$ cat src/rtl/tictactoe_game_ctrl.sv
// tictactoe_game_ctrl: 3x3 board owner that validates moves, alternates players and latches win/draw.
module tictactoe_game_ctrl (
  input  logic        clk,
  input  logic        rst,
  input  logic        new_game,
  input  logic        move_valid,
  input  logic [3:0]  move_cell,
  output logic        move_ready,
  output logic        move_ack,
  output logic        move_err,
  output logic        turn,
  output logic [17:0] board,
  output logic [1:0]  winner,
  output logic        draw,
  output logic        game_over
);
  typedef enum logic [1:0] {PLAY, EVAL, OVER} state_t;
  localparam logic [71:0] win_lines = {9'h007, 9'h038, 9'h1c0, 9'h049, 9'h092, 9'h124, 9'h111, 9'h054};
  state_t      state;
  logic [3:0]  move_count;
  logic [1:0]  mark;
  logic [1:0]  target;
  logic [31:0] board_ext;
  logic [8:0]  owned;
  logic        line_win;
  logic        legal;
  assign mark      = turn ? 2'b10 : 2'b01;
  assign board_ext = {14'd0, board};
  assign target    = board_ext[{move_cell, 1'b0} +: 2];
  assign legal     = (move_cell <= 4'd8) && (target == 2'b00);
  genvar i;
  generate
    for (i = 0; i < 9; i++) begin : g_own
      assign owned[i] = board[2*i +: 2] == mark;
    end
  endgenerate
  always_comb begin
    line_win = 1'b0;
    for (int l = 0; l < 8; l++)
      line_win = line_win | ((owned & win_lines[9*l +: 9]) == win_lines[9*l +: 9]);
  end
  always_ff @(posedge clk) begin
    if (rst || new_game) begin
      state      <= PLAY;
      board      <= '0;
      turn       <= 1'b0;
      winner     <= 2'b00;
      draw       <= 1'b0;
      game_over  <= 1'b0;
      move_ack   <= 1'b0;
      move_err   <= 1'b0;
      move_count <= '0;
      move_ready <= 1'b1;
    end else begin
      move_ack <= 1'b0;
      move_err <= 1'b0;
      case (state)
        PLAY: if (move_valid) begin
          if (legal) begin
            for (int c = 0; c < 9; c++)
              if (move_cell == 4'(c)) board[2*c +: 2] <= mark;
            move_count <= move_count + 4'd1;
            move_ack   <= 1'b1;
            move_ready <= 1'b0;
            state      <= EVAL;
          end else
            move_err <= 1'b1;
        end
        EVAL: if (line_win) begin
          winner    <= mark;
          game_over <= 1'b1;
          state     <= OVER;
        end else if (move_count == 4'd9) begin
          draw      <= 1'b1;
          game_over <= 1'b1;
          state     <= OVER;
        end else begin
          turn       <= ~turn;
          move_ready <= 1'b1;
          state      <= PLAY;
        end
        OVER: move_err <= move_valid;
        default: state <= PLAY;
      endcase
    end
  end
endmodule

$ cat config.mk
export PLATFORM = sky130hd
export DESIGN_NAME = tictactoe_game_ctrl
export DESIGN_NICKNAME = d
export VERILOG_FILES = /design/src/rtl/tictactoe_game_ctrl.sv
export SDC_FILE = /design/constraint.sdc
export NUM_CORES = 1
export LEC_CHECK = 0
export CAP_MARGIN = 20
export CORE_MARGIN = 2
export CORE_UTILIZATION = 35
export CTS_BUF_LIST = sky130_fd_sc_hd__clkbuf_16
export DETAILED_ROUTE_END_ITERATION = 10
export PLACE_DENSITY = 0.61
export SYNTH_ARGS = -nofsm -noshare
export SYNTH_HDL_FRONTEND = slang
export SYNTH_SLANG_ARGS = --single-unit
export TNS_END_PERCENT = 5
$ cat constraint.sdc
create_clock -name clk -period 2.1 [get_ports clk]
set_input_delay 0.42 -clock clk [delete_from_list [all_inputs] [get_ports clk]]
set_output_delay 0.42 -clock clk [all_outputs]
set_load 0.1 [all_outputs]
==> impl_metrics.py <==
metrics = {
    "timing": {
        "skew_ns": 0.003702,
        "timing.fmax_mhz": 507.7,
        "setup_viol": 0,
        "hold_ws_ns": 0.4439,
        "worst_pin_slew_ns": 0.4650,
        "period_minus_slack_ns": 1.970,
        "hold_violations": 0,
        "slew_headroom_pct": 68.77,
        "fin_crit_sh_pct": 93.80,
        "slew_violations": 0,
        "worst_slack_ns": 0.1302,
        "setup-tns-final_ns": 0,
        "rsz0062_at_grt": "no",
    },
    "logic_synthesis": {
        "synth-seq-cells": 32,
        "synthArstFlopShare_pct": 0,
        "synth_cells": 195,
        "synth_area_mm2": 0.001614,
        "synth_enable_flop_cells": 0,
        "ys_types": 45,
        "ys_warn_count": 0,
        "syn_avg_cell_area_um2": 8.277,
        "syn_nets": 205,
        "synth_flop_cell": "dfxtp_1",
        "ys_seq_area_share_pct": 39.69,
    },
    "power": {
        "cellPowerDensity_mw_per_mm2": 697.9,
        "p_leak_nw": 0.8872,
        "ir_worst_vdd_mv": 0.3641,
    },
    "place": {
        "gp_congestion": 0.8961,
        "placedInstanceArea_mm2": 0.002077,
        "post-place-ws_ns": -0.3583,
        "place_inst": 289,
        "io_buffers": 33,
        "hpwl_um": 3189,
    },
    "clock_network": {
        "cts_tree": "yes",
        "clockRootBuffer": "clkbuf_16",
        "post_cts_buffers": 0,
        "cts.sinks": 32,
        "path_clk_slew_ns": 0.05,
        "h-tree-depth": 2,
        "clock_latency_ns": 0.28,
        "numCtsBuffers": 5,
        "clock_path_buffers": 2,
        "hold_buffers": 0,
    },
    "global_routing": {
        "grt_usage_pct": 18.53,
        "grt_start_max_net_pins": 23,
        "grt-ovfl-total": 0,
        "grt_pass1_vias": 1402,
        "antenna_found_initial": 0,
        "grt_pass1_wl_um": 7231,
    },
    "routing": {
        "drt-pass1-iter-count": 4,
        "drt-total-wl_um": 4339,
        "ant_nets": 0,
        "viasPerCell": 5.236,
        "num_vias": 1550,
        "wl_per_cell_um": 14.66,
        "drc": 0,
        "drtIter0Drc": 111,
    },
    "worst_setup_path": {
        "critical_path_class": "in -> reg",
        "worstPathArrival_ns": 2.19,
        "r2r-end": "move_count[3]",
        "worstPathRequired_ns": 2.32,
        "path_max_fanout": 4,
        "startpoint": "move_cell[0]",
        "rrSetupSlack_ns": 0.16,
        "r2r-start": "board[17]",
        "start_kind": "input pin",
        "ff2ff_path_depth": 6,
        "worst_setup_path_end_kind": "flip-flop",
        "crit_end": "move_count[3]",
    },
    "layout": {
        "n_antenna_cell": 0,
        "nets": 253,
        "final_cell_area_mm2": 0.002248,
        "area_growth_pct": 39.30,
        "finalNonFillerCells": 296,
        "drive_gt1_share_pct": 30.74,
        "seqCellArea_um2": 664.4,
        "multi_input_area_um2": 938.4,
        "n_fill_cell": 430,
    },
    "floorplan": {
        "die_y_um": 71.91,
        "dieArea_mm2": 0.005171,
        "die_w_um": 71.91,
        "start_util_pct": 36.82,
        "core_mm2": 0.004384,
        "io_pins": 34,
        "num_rows": 24,
    },
    "run": {
        "drv_cap": 0,
    },
    "outcome": {
        "status": "finished, final reports clean",
    },
    "hold_path": {
        "hold_class": "reg -> reg",
    },
}
## layer usage
| metal | vias to the layer above | global-route usage (%) | wire length (µm) |
|---|---|---|---|
| li1 | 795 | - | - |
| met1 | 707 | 26.57 | 2173 |
| met2 | 41 | 26.65 | 1898 |
| met3 | 7 | 4.167 | 197 |
| met4 | 0 | 8.176 | 70 |
| met5 | - | 0 | 0 |
## cell type report
class	count	area share, %
Multi-Input combinational cell	150	41.74
Sequential cell	32	29.55
Timing Repair Buffer	49	17.75
Clock buffer	5	5.565
Tap cell	52	2.894
Clock inverter	3	1.669
Inverter	5	0.8347
## per-stage QoR
stage	util (%)	power [mW]
2_1_floorplan	-	0.7206
3_3_place_gp	47.37	0.7785
3_5_place_dp	47.37	0.7784
4_1_cts	51.23	1.590
5_1_grt	51.28	1.632
6_report	51.28	1.569
## logic make-up (layout without fill, tap and decap cells)
family          count (synthesis)  in the layout  synth area share (%)
buf+inv                        13             62                 3.100
xor+xnor                        1              1                0.5427
compound gates                 40             40                 15.89
flops                          32             32                 39.69
mux                             5              5                 4.651
simple gates                  102            102                 34.57
fa+ha+maj                       2              2                 1.550
## worst min path at each step
| stage | endpoint | slack, ns | start | cells past startpoint |
|---|---|---|---|---|
| 6_report | game_over | 0.44 | game_over | 2 |
| 5_1_grt | game_over | 0.50 | game_over | 2 |
| 4_1_cts | game_over | 0.45 | game_over | 2 |
| 3_3_place_gp | game_over | 0.44 | game_over | 2 |
| 2_1_floorplan | move_count[3] | 0.47 | move_count[3] | 2 |
| 3_5_place_dp | game_over | 0.44 | game_over | 2 |
## worst max-delay path, cell delays in order
cell and delay, ns:
dlygate4sd2_1 0.28, or4_4 0.46, a21oi_4 0.19, a21oi_4 0.06, or2_4 0.25, or4_1 0.46, nand2_1 0.08
## Yosys cell counts (all sizes together), types with 3 or more instances
| master | instances | area share (%) |
|---|---|---|
| a21oi | 16 | 5.4 |
| a31oi | 5 | 1.9 |
| and2 | 3 | 1.2 |
| clkbuf | 6 | 1.4 |
| dfxtp | 32 | 40 |
| inv | 4 | 0.93 |
| mux2i | 3 | 1.9 |
| nand2 | 15 | 3.5 |
| nand2b | 8 | 3.1 |
| nand4 | 3 | 1.2 |
| nor2 | 36 | 8.4 |
| nor2b | 3 | 1.2 |
| nor3 | 5 | 1.6 |
| nor3b | 5 | 2.3 |
| nor4 | 4 | 2.5 |
| o21a | 4 | 1.9 |
| o22ai | 5 | 1.9 |
| o31ai | 3 | 1.4 |
| or2 | 3 | 1.3 |
| or3b | 4 | 2.2 |
## sequential cells by signal, indices dropped and copies added (netlist names)
name	cells
move_ack	1
board	18
game_over	1
state	2
turn	1
draw	1
winner	2
move_count	4
move_ready	1
move_err	1
## report_power, final
group | internal, mW | switching, mW | total [mW]
combinational | 0.0572 | 0.0886 | 0.146
sequential | 0.615 | 0.00770 | 0.622
clock | 0.550 | 0.251 | 0.801
total | 1.22 | 0.347 | 1.57
## cells in the final DEF, fill, tap and decap left out, types with 8 or more instances in the layout
master / count
dfxtp_1: 13
dfxtp_2: 19
nand2_1: 15
nor2_1: 36
a21oi_1: 14
buf_4: 41
nand2b_1: 8
## repair_timing
action / CTS / global route
pin swaps: 3 / 2
endpoints found under the setup margin: 4 / 12
gates resized for setup: 3 / 1
Power figures use the tool's default switching activity.
